`src/rtl/mspi_pkg.sv`:
```
// mspi_pkg: shared constants, the bridge state type and a frame-length
// helper for the Wishbone-to-serial initiator (mspi_wb) and its clock
// generator (mspi_sclk_gen).
package mspi_pkg;

   localparam int ADDR_W     = 24;
   localparam int DATA_W     = 16;
   // start + address + RW (+ write data)
   localparam int CMD_LEN_WR = 42;
   localparam int CMD_LEN_RD = 26;

   typedef enum logic [2:0] {
      IDLE,
      CMD,
      WAIT,
      RDATA,
      RESP,
      DONE
   } state_t;

   // Number of command slots shifted out for an access of the given direction.
   function automatic int cmd_len(input logic we);
      return we ? CMD_LEN_WR : CMD_LEN_RD;
   endfunction

endpackage

```
`src/rtl/mspi_sclk_gen.sv`:
```
// mspi_sclk_gen: serial slot timing for mspi_wb.
// A slot is CLK_DIV cycles with spi_clk low followed by CLK_DIV cycles high.
// While run is low the generator is parked at the start of a low phase,
// so the first cycle with run high is the first low cycle of a slot.
// Ports:
//   clk, rst  system clock, asynchronous active-high reset
//   run       slots are generated while high
//   spi_clk   serial clock (low when idle)
//   fall      first cycle of the low phase
//   rise      first cycle of the high phase
//   sample    last cycle of the high phase (end of slot)
module mspi_sclk_gen
   import mspi_pkg::*;
#(
   parameter int CLK_DIV = 8
) (
   input  logic clk,
   input  logic rst,
   input  logic run,
   output logic spi_clk,
   output logic fall,
   output logic rise,
   output logic sample
);

   localparam int CW = $clog2(2 * CLK_DIV);
   localparam logic [CW-1:0] LAST     = CW'(2 * CLK_DIV - 1);
   localparam logic [CW-1:0] HALF     = CW'(CLK_DIV);
   localparam logic [CW-1:0] PRE_HIGH = CW'(CLK_DIV - 1);

   logic [CW-1:0] cnt;

   always_ff @(posedge clk or posedge rst) begin
      if (rst) begin
         cnt     <= '0;
         spi_clk <= 1'b0;
      end else if (!run || cnt == LAST) begin
         cnt     <= '0;
         spi_clk <= 1'b0;
      end else begin
         cnt     <= cnt + 1'b1;
         // registered so spi_clk is high exactly while cnt is in the upper half
         spi_clk <= (cnt >= PRE_HIGH);
      end
   end

   assign fall   = run && (cnt == '0);
   assign rise   = run && (cnt == HALF);
   assign sample = run && (cnt == LAST);

endmodule

```
`src/rtl/mspi_wb.sv`:
```
// mspi_wb: classic Wishbone slave that serialises one access at a time
// onto the 4-wire debug/config serial bus as initiator.
// Frame on spi_mosi (LSB first, one bit per slot): start 0, 24 address
// bits, RW (1 = write), 16 write data bits for writes only. Then wait slots
// until the responder drives miso low, 16 read data slots for reads, and
// one response slot carrying the remote error bit.
// Host handshake: a request is wb_cyc & wb_stb seen in IDLE; it is
// acknowledged by exactly one single-cycle pulse of wb_ack (no error) or
// wb_err (remote error or wait timeout). If wb_cyc drops while busy the
// serial frame still runs to completion but the pulse is withheld.
// Ports:
//   i_clk, i_rst          clock, asynchronous active-high reset
//   wb_cyc/stb/we/adr     Wishbone request; wb_sel is ignored
//   wb_i_dat, wb_o_dat    write data in, read data out (held until next read)
//   wb_ack, wb_err        completion pulses
//   spi_clk, spi_mosi     serial clock (idles low), data out (idles high)
//   spi_miso              serial data in, asynchronous, idles high
//   busy                  serial transaction in progress
module mspi_wb
   import mspi_pkg::*;
#(
   parameter int CLK_DIV  = 8,
   parameter int WAIT_MAX = 255
) (
   input  logic              i_clk,
   input  logic              i_rst,
   input  logic              wb_cyc,
   input  logic              wb_stb,
   input  logic              wb_we,
   input  logic [ADDR_W-1:0] wb_adr,
   input  logic [DATA_W-1:0] wb_i_dat,
   input  logic [1:0]        wb_sel,
   output logic [DATA_W-1:0] wb_o_dat,
   output logic              wb_ack,
   output logic              wb_err,
   output logic              spi_clk,
   output logic              spi_mosi,
   input  logic              spi_miso,
   output logic              busy
);

   // one slot counter serves command bits, wait slots and read data bits
   localparam int CNT_W = ($clog2(WAIT_MAX) > $clog2(CMD_LEN_WR)) ?
                          $clog2(WAIT_MAX) : $clog2(CMD_LEN_WR);
   localparam logic [CNT_W-1:0] WAIT_LAST = CNT_W'(WAIT_MAX - 1);
   localparam logic [CNT_W-1:0] DATA_LAST = CNT_W'(DATA_W - 1);

   state_t                  state, state_nx;
   logic [CNT_W-1:0]        cnt;
   logic [CMD_LEN_WR-1:0]   frame;
   logic [CMD_LEN_WR-1:0]   sh;
   logic [DATA_W-1:0]       rdata;
   logic                    we_q;
   logic                    abort_q;
   logic [1:0]              miso_sync;
   logic                    miso_s;
   logic                    run;
   logic                    fall, rise, sample;
   logic                    accept, go_done, done_err;
   logic [CNT_W-1:0]        cmd_last;
   logic                    unused_ok;

   assign unused_ok = ^{wb_sel, fall, rise};

   assign frame    = {wb_i_dat, wb_we, wb_adr, 1'b0};
   assign cmd_last = CNT_W'(cmd_len(we_q) - 1);
   assign run      = (state == CMD) || (state == WAIT) ||
                     (state == RDATA) || (state == RESP);

   mspi_sclk_gen #(.CLK_DIV(CLK_DIV)) u_sclk (
      .clk     (i_clk),
      .rst     (i_rst),
      .run     (run),
      .spi_clk (spi_clk),
      .fall    (fall),
      .rise    (rise),
      .sample  (sample)
   );

   // 2-flop synchroniser; resets to the line's idle level
   always_ff @(posedge i_clk or posedge i_rst) begin
      if (i_rst) miso_sync <= 2'b11;
      else       miso_sync <= {miso_sync[0], spi_miso};
   end
   assign miso_s = miso_sync[1];

   always_ff @(posedge i_clk or posedge i_rst) begin
      if (i_rst) state <= IDLE;
      else       state <= state_nx;
   end

   always_comb begin
      state_nx = state;
      accept   = 1'b0;
      go_done  = 1'b0;
      done_err = 1'b0;
      unique case (state)
         IDLE: if (wb_cyc && wb_stb) begin
            accept   = 1'b1;
            state_nx = CMD;
         end
         CMD: if (sample && cnt == cmd_last) state_nx = WAIT;
         WAIT: if (sample) begin
            if (!miso_s) begin
               state_nx = we_q ? RESP : RDATA;
            end else if (cnt == WAIT_LAST) begin
               // responder never answered: give up without further slots
               state_nx = DONE;
               go_done  = 1'b1;
               done_err = 1'b1;
            end
         end
         RDATA: if (sample && cnt == DATA_LAST) state_nx = RESP;
         RESP: if (sample) begin
            state_nx = DONE;
            go_done  = 1'b1;
            done_err = miso_s;
         end
         DONE:    state_nx = IDLE;
         default: state_nx = IDLE;
      endcase
   end

   always_ff @(posedge i_clk or posedge i_rst) begin
      if (i_rst) begin
         cnt      <= '0;
         sh       <= '1;
         rdata    <= '0;
         we_q     <= 1'b0;
         abort_q  <= 1'b0;
         spi_mosi <= 1'b1;
         busy     <= 1'b0;
         wb_ack   <= 1'b0;
         wb_err   <= 1'b0;
         wb_o_dat <= '0;
      end else begin
         wb_ack <= 1'b0;
         wb_err <= 1'b0;

         if (state_nx != state) cnt <= '0;
         else if (sample)       cnt <= cnt + 1'b1;

         if (busy && !wb_cyc) abort_q <= 1'b1;

         if (accept) begin
            // start bit goes out in the first low phase; sh holds the rest
            sh       <= frame >> 1;
            we_q     <= wb_we;
            abort_q  <= 1'b0;
            spi_mosi <= 1'b0;
            busy     <= 1'b1;
         end

         if (state == CMD && sample) begin
            if (cnt == cmd_last) begin
               spi_mosi <= 1'b1;
            end else begin
               spi_mosi <= sh[0];
               sh       <= {1'b1, sh[CMD_LEN_WR-1:1]};
            end
         end

         if (state == RDATA && sample) rdata <= {miso_s, rdata[DATA_W-1:1]};

         if (go_done) begin
            busy <= 1'b0;
            if (state == RESP && !we_q) wb_o_dat <= rdata;
            if (!abort_q && wb_cyc) begin
               wb_ack <= !done_err;
               wb_err <= done_err;
            end
         end
      end
   end

endmodule
```
`config.mk`:
```
export PLATFORM = sky130hd
export DESIGN_NAME = mspi_wb
export DESIGN_NICKNAME = d
export VERILOG_FILES = /design/src/rtl/mspi_pkg.sv /design/src/rtl/mspi_sclk_gen.sv /design/src/rtl/mspi_wb.sv
export SDC_FILE = /design/constraint.sdc
export NUM_CORES = 1
export LEC_CHECK = 0
export CELL_PAD_IN_SITES_DETAIL_PLACEMENT = 1
export CELL_PAD_IN_SITES_GLOBAL_PLACEMENT = 1
export CORE_MARGIN = 2
export CORE_UTILIZATION = 35
export DETAILED_ROUTE_END_ITERATION = 16
export GPL_ROUTABILITY_DRIVEN = 0
export HOLD_SLACK_MARGIN = 0.08
export PLACE_DENSITY_LB_ADDON = 0.1
export REMOVE_ABC_BUFFERS = 1
export SYNTH_ARGS = -nofsm -noshare
export SYNTH_HDL_FRONTEND = slang
export SYNTH_SLANG_ARGS = --single-unit
```
`constraint.sdc`:
```
create_clock -name i_clk -period 9.45 [get_ports i_clk]
set_input_delay 1.89 -clock i_clk [delete_from_list [all_inputs] [get_ports i_clk]]
set_output_delay 1.89 -clock i_clk [all_outputs]
set_load 0.02 [all_outputs]
```
==> run metrics, run 1 <==
Clock Sinks 98; clock buffer depth 2; Chip Width ~120 um; clk root buf clkbuf_16; CTS tree yes; vias in the first global route about 3,300; diodes inserted 0; status finished clean; clk_lat worst skew 0.35 ns; RSZ-0062 raised after global routing no; ys async rst share 100%; total negative slack 0 ns; maximum net fanout on the critical path 43; minimum clock period around 3.8 ns; # DRC 0; hold-fix buffers at CTS 0; post-CTS resize count 0; Die Ht roughly 120 um; core area approximately 13,000 sq um; crit path capture type flip-flop; Setup violations, final 0; # nets final between 500 and 600; Synth Instances roughly 430; max_slew headroom about two fifths; P_leak roughly 0.0025 uW; Slowest-stage cell, CP and4b_2; CP top delay family simple AND/OR/NAND/NOR gates; first-pass GRT wire length 17,000 um; synthesized area around 4500 sq um; clock-pin slew on the worst setup and hold paths 0.06 ns; H-tree depth 3; number of synthesized flops with an enable pin 0; Syn Area/Cell around 11 sq um; Pwr per Cell Area approximately 150 nW/um^2; starting density of the core 35.8%; Setup CP Type input port to flip-flop; Critical Path AT between 3 and 4 ns; GRT Overall Usage between 10% and 20%; port bufs between 60 and 70; Buf/Inv on CP 1; Seq cells post-synth 98; max_cap viols 0; postcts setup bufs 0; register area share after synthesis a little under three fifths; crit path cell chain clkdlybuf4s50_1, and4b_2, a311oi_4, a221oi_4, nor2_1; Netlist cell types 50; Vias between 3,000 and 4,000; worst endpoint required time 9.66 ns; worst slew pin tran approximately 0.90 ns; # rows 41; ratio of final minimum period to clock period approximately two fifths; dpl hpwl 6260 um; Worst Setup Start Kind input port; top_reg_cell synth dfrtp_1; Critical Path Max Stage Delay 0.86 ns; Num CTS Buffers 9; drt via density roughly 5; worst min path class flip-flop to flip-flop; Synthesis Warnings 0; final wirelength approximately 9500 um; antenna violations before repair 0; layout cell share with drive strength beyond 1 around a fifth; die area approximately 14,000 sq um; Final ANT Viol Nets 0; fmax 0.265 GHz; drt first pass iters 4; GR Overflow Total 0; Iter 0 DRT Violations 122; Layout Utilization between 40% and 50%; IO Pins 69; largest net degree at the start of global routing between 80 and 90; WL/cell 14.5 um; layout overhead on the synthesized area 23.5%; Clock Skew around 0.012 ns; Pins Over Slew Limit 0; VDD IR max 95.3 uV; Final Hold Viols 0
-- worst reg2reg max path, cell delays in order, from the launching register on --
cell	delay, ns
dfrtp_1	0.54
nor2_4	0.21
and4b_2	0.85
a311oi_4	0.13
a221oi_4	0.48
nor2_1	0.10
-- cell usage after synthesis, types with 2 or more instances --
cell type | number | area [sq um]
o21ai_0 | 5 | 25.0
nor4b_1 | 2 | 17.5
nor3_1 | 2 | 10.0
inv_1 | 7 | 26.3
o22ai_1 | 2 | 12.5
dfstp_2 | 45 | 1180
xor2_1 | 5 | 43.8
and3_4 | 3 | 33.8
nand4_1 | 5 | 31.3
ha_1 | 4 | 50.1
buf_2 | 7 | 35.0
clkbuf_1 | 10 | 37.5
nor3b_1 | 2 | 15.0
nor2_1 | 62 | 233
nand2_1 | 90 | 338
buf_6 | 5 | 56.3
buf_4 | 3 | 22.5
mux2_1 | 11 | 124
dfrtp_1 | 53 | 1330
mux2_2 | 21 | 236
a21oi_1 | 3 | 15.0
a31oi_1 | 41 | 257
nand3_1 | 5 | 25.0
nor2b_1 | 3 | 18.8
xnor2_1 | 4 | 35.0
-- logic make-up after synthesis --
| family | Yosys count | share of synthesized area (%) |
|---|---|---|
| DFF | 98 | 55.8 |
| and+or+nand+nor | 188 | 19.3 |
| buffers and inverters | 32 | 3.95 |
| AOI/OAI and AO/OA | 62 | 10.1 |
| adders and majority gates | 4 | 1.11 |
| muxes | 32 | 8.02 |
| xor gates and xnor gates | 9 | 1.75 |
-- layout make-up --
type	count	area, sq um
fillers	1382	7020
flip-flops and latches	98	2510
multi-input cells	295	1810
repair buffers	69	683
clock buffers	11	243
well taps	172	215
clock inverters	5	60.1
inverters	7	28.8
-- power by group --
group	switching, uW	internal (uW)	total [uW]
clock	158	214	372
sequential	0.660	421	422
combinational	11.7	17.0	28.7
total	171	652	823
-- cells in the final DEF (no fill, tap or decap), types with 3 or more instances in the layout --
cell and instances:
mux2_2 21, xor2_1 5, buf_4 3, a21oi_1 3, clkdlybuf4s50_1 66, nor2b_1 3, and3_4 3, ha_1 4
nor2_1 62, nand2_1 89, o21ai_0 5, dfrtp_1 53, nand3_1 5, inv_1 6, mux2_1 11, nand4_1 5
dfstp_2 45, clkbuf_16 9, xnor2_1 4, a31oi_1 41
-- path summary, 6_finish.rpt --
check / slack [ns] / endpoint / start / cells after the start
worst max-delay path: 5.67 / cnt[6]$_DFFE_PP0P_ / wb_cyc / 5
worst min-delay path: 0.36 / miso_sync[1]$_DFF_PP1_ / miso_sync[0]$_DFF_PP1_ / 0
worst max register to register: 7.01 / cnt[6]$_DFFE_PP0P_ / state[1]$_DFF_PP0_ / 5
worst min register to register: 0.36 / miso_sync[1]$_DFF_PP1_ / miso_sync[0]$_DFF_PP1_ / 0
max in group asynchronous: 6.40 / u_sclk.spi_clk$_DFF_PP0_ / i_rst / 3
min in group asynchronous: 1.97 / wb_o_dat[0]$_DFFE_PP0P_ / i_rst / 2
-- state kept, by name, indices dropped and copies added (netlist names), 2 cells and up --
register and flops:
u_sclk.cnt 4, miso_sync 2, state 3, rdata 16, sh 42, wb_o_dat 16, cnt 8
-- per-layer routing --
metal | GRT usage [%] | wire [um] | vias up
li1 | - | - | 1559
met1 | 20.2 | 4500 | 1586
met2 | 23.8 | 4550 | 42
met3 | 5.11 | 382 | 6
met4 | 3.84 | 97 | 0
met5 | 0 | 0 | -
-- metrics by stage --
| step | cells | power [uW] | hold WS (ns) | setup slack [ns] | area (sq um) |
|---|---|---|---|---|---|
| 3_5_place_dp | 641 | 459 | 0.351 | 5.22 | 5250 |
| 6_report | 657 | 823 | 0.356 | 5.67 | 5550 |
| 3_3_place_gp | 641 | 459 | 0.350 | 5.25 | 5250 |
| 4_1_cts | 657 | 841 | 0.358 | 5.60 | 5550 |
| 2_1_floorplan | 400 | 436 | 0.345 | 5.07 | 4340 |
| 5_1_grt | 657 | 859 | 0.358 | 5.48 | 5550 |
Power figures use the tool's default switching activity.
==> run 2, diff against run 1 <==
==> constraint.sdc (replaced) <==
create_clock -name i_clk -period 3.5 [get_ports i_clk]
set_input_delay 0.7 -clock i_clk [delete_from_list [all_inputs] [get_ports i_clk]]
set_output_delay 0.7 -clock i_clk [all_outputs]
set_load 0.02 [all_outputs]
==> run 2 against run 1 <==
Sequential share of layout area barely moved; hold slack improved by 0.0063 ns; utilization hardly changed; wire length is 2.3% higher; total power increased to 2.7 times the previous value; critical path type is now flip-flop to flip-flop.
==> run metrics, run 2 (synthesized netlist as in run 1, its figures left out) <==
first-pass GRT wire length 17,000 um; starting density of the core a little over a third; Pins Over Slew Limit 0; minimum clock period 2.29 ns; fmax 0.437 GHz; Slowest-stage cell, CP and2_1; Iter 0 DRT Violations around 200; layout overhead on the synthesized area 23.6%; max_slew headroom around 45%; max_cap viols 0; port bufs 66; VDD IR max 187 uV; Setup CP Type flip-flop to flip-flop; WL/cell 14.8 um; Worst Setup Start Kind flip-flop; IO Pins approximately 70; layout cell share with drive strength beyond 1 a little over a fifth; clock-pin slew on the worst setup and hold paths 0.07 ns; RSZ-0062 raised after global routing no; Num CTS Buffers 9; dpl cells ~640; Die Ht 117 um; most common cell after layout, fill and taps aside nand2_1; Critical Path Max Stage Delay ~0.67 ns; Clock Sinks 98; clk_lat worst skew about 0.34 ns; # DRC 0; Vias about 3,200; die area ~14,000 sq um; Critical Path AT around 2.5 ns; dpl hpwl between 6000 and 7000 um; maximum net fanout on the critical path 16; antenna violations before repair 0; P_leak around 0.0025 uW; largest net degree at the start of global routing 85; post-CTS resize count 0; worst min path class flip-flop to flip-flop; Pwr per Cell Area around 390 nW/um^2; GRT Overall Usage about 15%; max reg flops 42; Buf/Inv on CP 0; Top reg by flops sh; core area between 10,000 and 15,000 sq um; clk root buf clkbuf_16; # nets final 533; hold-fix buffers at CTS 0; crit path cell chain ha_1, and3_4, and3_4, and2_1, mux2_2; postcts setup bufs 0; CP top delay family simple AND/OR/NAND/NOR gates; Setup violations, final 0; GR Overflow Total 0; Clock Skew roughly 0.006 ns; H-tree depth 3; Regs by FF count sh x42, rdata x16, wb_o_dat x16; Final Hold Viols 0; drt first pass iters 4; # rows 41; worst endpoint required time 3.72 ns; clock buffer depth 2; total negative slack 0 ns; status finished clean; diodes inserted 0; crit path capture type flip-flop; most frequent CP cell and3_4; Finished Layout Cells around 660; Final ANT Viol Nets 0; commonest non-fill, non-tap cells in the layout nand2_1, clkdlybuf4s50_1, nor2_1; worst slew pin tran approximately 0.82 ns; Chip Width 117 um; final wirelength between 9000 and 10,000 um; vias in the first global route 3,369; CTS tree yes; ratio of final minimum period to clock period about two thirds; drt via density roughly 4.9
## run 2: layer usage
metal	up-vias	part of all wire, %	wire [um]	track usage, %
met3	9	3.2	314	3.55
met5	-	0	0	0
met2	43	48	4640	23.3
li1	1563	-	-	-
met4	0	1.2	117	5.05
met1	1598	48	4690	21.0
## run 2: cell type report
| cell class | count | area [sq um] |
|---|---|---|
| Clock inverter | 5 | 55.1 |
| Inverter | 7 | 28.8 |
| Sequential cell | 98 | 2510 |
| Clock buffer | 11 | 233 |
| Timing Repair Buffer | 70 | 703 |
| Multi-Input combinational cell | 295 | 1810 |
| Tap cell | 172 | 215 |
| Fill cell | 1404 | 7010 |
## run 2: stage by stage
step                      setup WS [ns]  total power (uW)  hold slack, ns  instance area (sq um)  util [%]
after floorplan                   0.312              1180           0.345                   4340         -
after global placement            0.879              1240           0.349                   5270      41.9
after detailed placement          0.843              1240           0.352                   5270      41.9
after CTS                          1.17              2230           0.364                   5560      44.2
after global routing               1.03              2280           0.368                   5560      44.2
final                              1.21              2190           0.362                   5560      44.2
## run 2: final timing paths
check | start | endpoint | slack [ns] | cells after the start
max | u_sclk.cnt[0]$_DFF_PP0_ | wb_o_dat[6]$_DFFE_PP0P_ | 1.21 | 5
min | miso_sync[0]$_DFF_PP1_ | miso_sync[1]$_DFF_PP1_ | 0.36 | 0
max reg2reg | u_sclk.cnt[0]$_DFF_PP0_ | wb_o_dat[6]$_DFFE_PP0P_ | 1.21 | 5
min reg2reg | miso_sync[0]$_DFF_PP1_ | miso_sync[1]$_DFF_PP1_ | 0.36 | 0
max in group asynchronous | i_rst | sh[31]$_DFF_PP1_ | 1.95 | 3
min in group asynchronous | i_rst | wb_o_dat[5]$_DFFE_PP0P_ | 0.80 | 2
## run 2: report_power, final
group	internal [uW]	total [uW]	leakage (uW)	switching, uW
sequential	1140	1140	0.00119	1.92
combinational	47.6	79.3	0.00114	31.8
clock	552	967	0.000136	415
total	1740	2190	0.00247	449
